**src/rtl/l1_mem_responder_pkg.sv**
```systemverilog
// Shared types and constants for the L1 memory-side responder.
// Holds the FSM encoding, register set, reset value and beat-count helper.
package l1_mem_responder_pkg;

    localparam int unsigned CFG_CPU_ADDR_BITS      = 32;
    localparam int unsigned L1CACHE_BYTES_PER_LINE = 32;
    localparam int unsigned L1CACHE_LINE_BITS      = 8 * L1CACHE_BYTES_PER_LINE;
    localparam int unsigned REQ_MEM_TYPE_BITS      = 3;
    localparam int unsigned REQ_MEM_TYPE_WRITE     = 0;
    localparam int unsigned REQ_MEM_TYPE_CACHED    = 1;
    localparam int unsigned REQ_MEM_TYPE_UNIQUE    = 2;
    localparam int unsigned WORD_BITS              = 64;

    localparam logic [1:0] Idle     = 2'd0;
    localparam logic [1:0] WordReq  = 2'd1;
    localparam logic [1:0] WordResp = 2'd2;
    localparam logic [1:0] Resp     = 2'd3;

    typedef struct packed {
        logic [1:0]                         state;
        logic [CFG_CPU_ADDR_BITS-1:0]       base;
        logic [1:0]                         beat_cnt;
        logic [1:0]                         nbeats_m1;
        logic                               is_wr;
        logic                               fault;
        logic [L1CACHE_LINE_BITS-1:0]       line_buf;
    } l1_mem_responder_registers;

    localparam l1_mem_responder_registers l1_mem_responder_r_reset = '{
        state:     Idle,
        base:      '0,
        beat_cnt:  2'd0,
        nbeats_m1: 2'd0,
        is_wr:     1'b0,
        fault:     1'b0,
        line_buf:  '0
    };

    // Number of 64-bit beats minus one; sizes of 8 bytes or less take one beat,
    // anything of a line or larger is clamped to four.
    function automatic logic [1:0] beats_m1(input logic [2:0] size);
        logic [1:0] res;
        res = 2'd0;
        if (size >= 3'd5) begin
            res = 2'd3;
        end else if (size == 3'd4) begin
            res = 2'd1;
        end
        return res;
    endfunction

endpackage

```
**src/rtl/l1_mem_responder.sv**
```systemverilog
// Memory-side responder for the L1 request interface: splits one request into
// 64-bit backing-store reads and returns the assembled line in a single pulse.
module l1_mem_responder
    import l1_mem_responder_pkg::*;
#(
    parameter int unsigned abits       = CFG_CPU_ADDR_BITS,
    parameter int unsigned lnbytes     = L1CACHE_BYTES_PER_LINE,
    parameter bit          wr_fault    = 1'b1,
    parameter bit          async_reset = 1'b1
) (
    input  logic                          i_clk,
    input  logic                          i_nrst,
    input  logic                          i_req_mem_valid,
    output logic                          o_req_mem_ready,
    input  logic [REQ_MEM_TYPE_BITS-1:0]  i_req_mem_type,
    input  logic [2:0]                    i_req_mem_size,
    input  logic [abits-1:0]              i_req_mem_addr,
    input  logic [lnbytes-1:0]            i_req_mem_strob,
    input  logic [8*lnbytes-1:0]          i_req_mem_data,
    output logic                          o_mem_data_valid,
    output logic [8*lnbytes-1:0]          o_mem_data,
    output logic                          o_mem_load_fault,
    output logic                          o_word_req_valid,
    input  logic                          i_word_req_ready,
    output logic [abits-1:0]              o_word_addr,
    input  logic                          i_word_resp_valid,
    input  logic [WORD_BITS-1:0]          i_word_resp_data,
    input  logic                          i_word_resp_err
);

    l1_mem_responder_registers r;
    l1_mem_responder_registers rin;

    // Write payload, strobes and sub-word address bits play no part in a read.
    logic unused_c;
    assign unused_c = ^{i_req_mem_strob, i_req_mem_data, i_req_mem_addr[2:0],
                        i_req_mem_type[REQ_MEM_TYPE_BITS-1:1], r.is_wr};

    // Next-state logic
    always_comb begin
        rin = r;
        case (r.state)
            Idle: begin
                if (i_req_mem_valid) begin
                    rin.base      = CFG_CPU_ADDR_BITS'({i_req_mem_addr[abits-1:3], 3'b000});
                    rin.nbeats_m1 = beats_m1(i_req_mem_size);
                    rin.is_wr     = i_req_mem_type[REQ_MEM_TYPE_WRITE];
                    rin.line_buf  = '0;
                    rin.beat_cnt  = 2'd0;
                    rin.fault     = 1'b0;
                    if (i_req_mem_type[REQ_MEM_TYPE_WRITE]) begin
                        rin.fault = wr_fault;
                        rin.state = Resp;
                    end else begin
                        rin.state = WordReq;
                    end
                end
            end
            WordReq: begin
                if (i_word_req_ready) begin
                    rin.state = WordResp;
                end
            end
            WordResp: begin
                if (i_word_resp_valid) begin
                    rin.line_buf[{r.beat_cnt, 6'd0} +: WORD_BITS] = i_word_resp_data;
                    rin.fault = r.fault | i_word_resp_err;
                    if (r.beat_cnt == r.nbeats_m1) begin
                        rin.state = Resp;
                    end else begin
                        rin.beat_cnt = r.beat_cnt + 2'd1;
                        rin.state    = WordReq;
                    end
                end
            end
            Resp: begin
                rin.state = Idle;
            end
            default: begin
                rin.state = Idle;
            end
        endcase
    end

    // Outputs are decoded from registered state only.
    assign o_req_mem_ready  = (r.state == Idle);
    assign o_mem_data_valid = (r.state == Resp);
    assign o_mem_data       = (8*lnbytes)'(r.line_buf);
    assign o_mem_load_fault = (r.state == Resp) & r.fault;
    assign o_word_req_valid = (r.state == WordReq);
    assign o_word_addr      = abits'(r.base + CFG_CPU_ADDR_BITS'({r.beat_cnt, 3'b000}));

    generate
        if (async_reset) begin : g_async_rst
            always_ff @(posedge i_clk or negedge i_nrst) begin
                if (!i_nrst) begin
                    r <= l1_mem_responder_r_reset;
                end else begin
                    r <= rin;
                end
            end
        end else begin : g_sync_rst
            always_ff @(posedge i_clk) begin
                if (!i_nrst) begin
                    r <= l1_mem_responder_r_reset;
                end else begin
                    r <= rin;
                end
            end
        end
    endgenerate

endmodule
```
**config.mk**
```make
export PLATFORM = sky130hd
export DESIGN_NAME = l1_mem_responder
export DESIGN_NICKNAME = d
export VERILOG_FILES = /design/src/rtl/l1_mem_responder_pkg.sv /design/src/rtl/l1_mem_responder.sv
export SDC_FILE = /design/constraint.sdc
export NUM_CORES = 1
export LEC_CHECK = 0
export CAP_MARGIN = 20
export CELL_PAD_IN_SITES_DETAIL_PLACEMENT = 0
export CELL_PAD_IN_SITES_GLOBAL_PLACEMENT = 1
export CORE_AREA = 2 2 266 268
export CTS_CLUSTER_DIAMETER = 60
export DETAILED_ROUTE_END_ITERATION = 6
export DIE_AREA = 0 0 268 270
export GPL_TIMING_DRIVEN = 0
export PLACE_DENSITY_LB_ADDON = 0.1
export SETUP_SLACK_MARGIN = 0.4
export SYNTH_ARGS = -nofsm -noshare
export SYNTH_HDL_FRONTEND = slang
export SYNTH_SLANG_ARGS = --single-unit
```
**constraint.sdc**
```tcl
create_clock -name i_clk -period 4 [get_ports i_clk]
set_input_delay 0.6 -clock i_clk [delete_from_list [all_inputs] [get_ports i_clk]]
set_output_delay 0.6 -clock i_clk [all_outputs]
set_load 0.005 [all_outputs]
```
==> results of run 1 <==
cell usage after synthesis:
library cell and n:
nor4b_2 1, nor2b_1 2, nand2b_1 2, buf_2 18, nand4bb_1 1, nor3_1 2, mux2_2 28, mux2i_1 2
or4_4 1, buf_1 2, nor2_1 6, clkbuf_1 48, xor2_1 5, fa_1 1, inv_1 7, nand2_1 278
o21ai_1 26, a21oi_1 3, dfrtp_1 292, buf_6 6, xnor2_2 1, o211ai_1 1, nor4_1 3, or4b_4 1
conb_1 1, and3_1 5, buf_4 262, nand3_2 1, nand3b_1 2, nor4_2 1, ha_1 7, and2_1 2
xnor2_1 23, nand3_1 12, a22o_1 128, o32a_1 1, a21o_1 5, nor2_4 1, o21ai_0 109, nand4_1 11
nor3b_2 1, or3_4 1
critical path, stage by stage, from the launching register on:
cell and delay [ns]:
dfrtp_2 0.38, ha_2 0.18, inv_1 0.05, fa_2 0.36, nand3b_1 0.21, or4_4 0.48
buf_4 0.16, or3_4 0.39, xnor2_2 0.14, buf_2 0.15
state kept, by name, indices dropped and copies added (netlist names):
| signal | count |
|---|---|
| o_mem_data | 256 |
| r | 36 |
power breakdown:
group	internal, mW	switching [mW]
Sequential	3.29	0.301
Combinational	1.40	1.62
Clock	2.69	1.53
Total	7.38	3.46
worst max-delay path by stage:
stage / from / end / cells past startpoint
floorplan: r[260]$_DFFE_PN0P_ / o_word_addr[21] / 7
global placement: i_nrst / r[272]$_DFFE_PN0P_ / 1
detailed placement: r[260]$_DFFE_PN0P_ / o_word_addr[29] / 8
CTS: r[260]$_DFFE_PN0P_ / o_word_addr[21] / 9
global route: r[260]$_DFFE_PN0P_ / o_word_addr[21] / 9
finish: r[260]$_DFFE_PN0P_ / o_word_addr[21] / 9
repair_timing:
item                                    CTS  global route
pin swaps                                 3             7
endpoints found under the setup margin   19            13
gates resized for setup                  24            12
buffers inserted                         13             5
routing by layer:
layer | track usage (%) | share of wire [%] | up-vias
met5 | 0 | 0.093 | -
met4 | 3.131 | 1.7 | 8
met3 | 7.522 | 12 | 63
met2 | 21.13 | 41 | 413
met1 | 19.28 | 45 | 5185
li1 | - | - | 5112
area by class of cell:
cell class                 count  area (um2)
fill                        7333       48870
sequential                   292        7310
timing repair buffer         413        4159
multi-input combinational    677        4093
buffer                       336        2312
clock buffer                  64        1320
tap                          940        1176
clock inverter                19       274.0
inverter                       7       30.03
logic make-up after synthesis:
family	Yosys count
XOR/XNOR	29
multiplexers	30
AO/OA/AOI/OAI	273
other	1
flip-flops	292
buffers and inverters	343
AND/OR/NAND/NOR	334
adder cells (fa/ha/maj)	8
through the flow:
step | instance area (um2) | TNS, ns
after floorplan | 13640 | 0
after global placement | 18720 | -3538.98
after detailed placement | 18840 | -0.06568
after CTS | 20580 | 0
after global routing | 20670 | 0
final | 20670 | 0
==> metrics.txt, run 1 <==
status complete, no violations; number of vias per cell 3.923; pins over their slew limit 0; xor/xnor share of the synthesized area 1.918%; worst reg2reg path depth 8; core area 69,540 um2; largest net degree at the start of global routing 107; worst reg2reg path endpoint o_mem_data[151]$_DFFE_PN0P_; share of cells above drive strength 1 24.17%; final core area utilization 29.73%; cell count after placement 2,647; final hold viol count 0; CTS Root Cell clkbuf_16; clk_lat worst skew 0.57 ns; Worst Path Arrival 3.05 ns; commonest non-fill, non-tap cell in the layout clkdlybuf4s50_1; area share of the largest cell type after synthesis 53.58%; critical path class flop to output port; First-pass DRT Iterations 4; sequential fraction of the synthesis area 53.58%; CP Capture Type output port; # port buffers 390; hpwl dp 39,440 um; RSZ-0062 raised after global routing yes; final period utilization 91.26%; Inserted Clock Buffers 45; Power Density 524.2 nW/um2; H-tree depth 2; final hold slack 0.07519 ns; Max Cap Viol 0; area delta synth->final 51.60%; initial core utilization 19.61%; Seq cells post-synth 292; Worst VDD drop 0.3080 mV; worst-margin pin slew 1.121 ns; Synth cell types 42; Final nets 2,176; die height 270 um; Synth Area in Simple Gates 10.39%; Mapped Cells 1,310; Final setup viols 0; f_max 273.9 MHz; Post-Syn Area 13,640 um2; Finished Layout Cells 2,748; synth top area cells dfrtp_1 (54%), buf_4 (14%), a22o_1 (8.2%), nand2_1 (7.7%), o21ai_0 (4.0%); startpoint type of the worst setup path flop; Die W 268 um; # IOs 688; Leak Pwr 9.184 nW; vias in the first global route 11,320; Tmin final 3.650 ns; mux cell area share after synthesis 2.459%; Hold Path Class primary input to asynchronous set/reset pin; hold_buf cts 0; CP Max Fanout 3; post-synthesis cell type with the largest combined area dfrtp_1; total vias in the final route 10,780; post-route ant nets 0; clock sinks 292; full die area 72,360 um2; CTS clk-pin slew, worst paths 0.06 ns; initial antenna violation count 5; r2r setup slk 1.28 ns; most frequent cells in the layout clkdlybuf4s50_1 (376), dfrtp_1 (290), buf_4 (278), nand2_1 (278), a22o_1 (128); Post-Synth Adder-Cell Area 0.7891%; total gr overflow 0; final wirelength 53,600 um; synthesized area per cell 10.41 um2; # DRC 0; Worst slew margin 25.25%; RR Startpoint r[260]$_DFFE_PN0P_; Setup Skew 0.01169 ns; Initial DRC Count 455; Final Power 10.84 mW; antenna cells 0; Avg WL per Cell 19.50 um; All-Layer GR Usage 14.61%; first-pass GRT wire length 78,430 um; yosys warns 0; CTS tree yes; Critical Path RT 3.40 ns; Max clock buf depth 3; # rows 97; largest family of logic cells by synthesized area buffers and inverters; GP Congestion 0.7369; pre-CTS setup slack -0.03037 ns; Synth Area in Compound Gates 13.69%; fin worst setup slack 0.3496 ns
No activity file was read; power rests on OpenSTA's default activity.
==> run 2, diff against run 1 <==
HOLD_SLACK_MARGIN = 0.02   (was default)
clock period = 4.1 ns   (was 4 ns; I/O delays follow)
==> run 2 against run 1 <==
Effect of this change:
- cell count is 0.11% lower
- first-iteration DRC count is 1.3% higher
- non-clock buffer count is 3 lower
- clock-buffer cell count stayed put
- clock power is 2% lower
- die area stayed put
- worst hold slack better by 0.017 ns
- via count is 0.49% lower
- critical path type unchanged
- largest power group unchanged
- highest routed layer unchanged
==> metrics.txt, run 2 (synthesis results as in run 1) <==
number of vias per cell 3.908 (-0.38%); H-tree depth 2 (unchanged); status complete, no violations; # rows 97 (unchanged); die height 270 um (unchanged); final core area utilization 29.70% (about the same); Worst Path Arrival 3.06 ns (about the same); Leak Pwr 9.151 nW (-0.36%); clk_lat worst skew 0.57 ns (about the same); CP Max Fanout 3 (unchanged); total gr overflow 0 (unchanged); vias in the first global route 11,340 (+0.11%); clock sinks 292 (unchanged); final hold viol count 0 (unchanged); full die area 72,360 um2 (unchanged); Setup Skew 0.01018 ns (-0.001501 ns); post-route ant nets 0 (unchanged); Worst slew margin 26.20% (+0.94 points); Power Density 512.4 nW/um2 (-2.3%); Initial DRC Count 461 (+1.3%); Final nets 2,173 (-0.14%); worst-margin pin slew 1.107 ns (-0.01417 ns); number of flip-flops under the largest register name 256 (unchanged); final instance area 20,650 um2 (about the same); All-Layer GR Usage 14.63% (+0.019 points); CTS Root Cell clkbuf_16; worst reg2reg path endpoint o_mem_data[143]$_DFFE_PN0P_; f_max 272.1 MHz; RSZ-0062 raised after global routing yes; Avg WL per Cell 19.53 um (+0.16%); Max Cap Viol 0 (unchanged); r2r setup slk 1.35 ns (+0.07 ns); First-pass DRT Iterations 4 (unchanged); Max clock buf depth 3 (unchanged); initial antenna violation count 5 (unchanged); # DRC 0 (unchanged); first-pass GRT wire length 78,520 um (+0.11%); worst reg2reg path depth 8 (unchanged); share of cells above drive strength 1 23.99% (-0.18 points); largest net degree at the start of global routing 107 (unchanged); Tmin final 3.675 ns; hpwl dp 39,440 um (unchanged); final wirelength 53,620 um (about the same); GP Congestion 0.7369 (unchanged); Critical Path RT 3.48 ns (+0.08 ns); CTS tree yes; antenna cells 0 (unchanged); # port buffers 390 (unchanged); # IOs 688 (unchanged); area delta synth->final 51.46% (about the same); total vias in the final route 10,730 (-0.49%); core area 69,540 um2 (unchanged); commonest non-fill, non-tap cell in the layout clkdlybuf4s50_1; Hold Path Class primary input to asynchronous set/reset pin; most frequent cells in the layout clkdlybuf4s50_1 (379), dfrtp_1 (290), nand2_1 (278), buf_4 (273), a22o_1 (128); initial core utilization 19.61% (unchanged); Inserted Clock Buffers 45 (unchanged); CP Capture Type output port; CTS clk-pin slew, worst paths 0.06 ns (about the same); RR Startpoint r[260]$_DFFE_PN0P_; Placed Instance Area 18,840 um2 (unchanged); Final setup viols 0 (unchanged); Die W 268 um (unchanged); final period utilization 89.62%; pins over their slew limit 0 (unchanged); Worst VDD drop 0.2992 mV (-2.9%); critical path class flop to output port; startpoint type of the worst setup path flop
[run 2: worst max-delay path by stage]
stage | slack, ns | to | from
2_1_floorplan | 1.09 | o_word_addr[21] | r[260]$_DFFE_PN0P_
3_3_place_gp | -12.09 | r[272]$_DFFE_PN0P_ | i_nrst
3_5_place_dp | 0.05 | o_word_addr[29] | r[260]$_DFFE_PN0P_
4_1_cts | 0.27 | o_word_addr[21] | r[260]$_DFFE_PN0P_
5_1_grt | 0.29 | o_word_addr[23] | r[261]$_DFFE_PN0P_
6_report | 0.43 | o_word_addr[23] | r[265]$_DFFE_PN0P_
[run 2: per-layer routing]
metal | global-route usage (%) | vias to the layer above | routed length (um)
met4 | 3.131 | 8 | 826
met3 | 7.531 | 60 | 6361
met1 | 19.28 | 5174 | 24250
met5 | 0 | - | 54
met2 | 21.20 | 381 | 22130
li1 | - | 5105 | -
[run 2: what timing repair did]
action	in CTS	in global routing
pin swaps	3	3
gates resized for setup	22	13
hold buffers	0	0
buffers inserted	13	2
endpoints found under the hold margin	0	0
endpoints found under the setup margin	18	9
[run 2: worst max-delay path, cell delays in order (launching register included)]
cell	delay, ns
dfrtp_1	0.39
ha_4	0.15
inv_2	0.03
fa_2	0.35
nand3b_1	0.21
or4_4	0.48
buf_6	0.15
buf_6	0.11
nor4_4	0.26
xor2_1	0.22
buf_2	0.15
[run 2: where the power goes]
group / leakage, nW / total (mW) / switching [mW] / internal (mW)
Sequential: 4.00 / 3.51 / 0.299 / 3.21
Clock: 0.771 / 4.12 / 1.50 / 2.62
Combinational: 4.38 / 2.95 / 1.58 / 1.37
[run 2: area by class of cell]
cell class,count,area [um2]
timing repair buffer,410,4140
tap,940,1176
clock buffer,64,1320
fill,7330,48890
clock inverter,19,274.0
multi-input combinational,677,4093
sequential,292,7310
inverter,7,30.03
buffer,336,2312
[run 2: metrics by stage]
stage	setup TNS, ns	setup WS [ns]	hold slack (ns)	std cells	total power [mW]
2_1_floorplan	0	1.091	0.3194	1312	4.867
4_1_cts	0	0.2736	0.09530	2743	10.81
5_1_grt	0	0.2917	0.1244	2745	11.22
3_3_place_gp	-3513.90	-12.09	0.4637	2642	6.496
6_report	0	0.4255	0.09231	2745	10.58
3_5_place_dp	0	0.05463	0.4717	2647	6.522
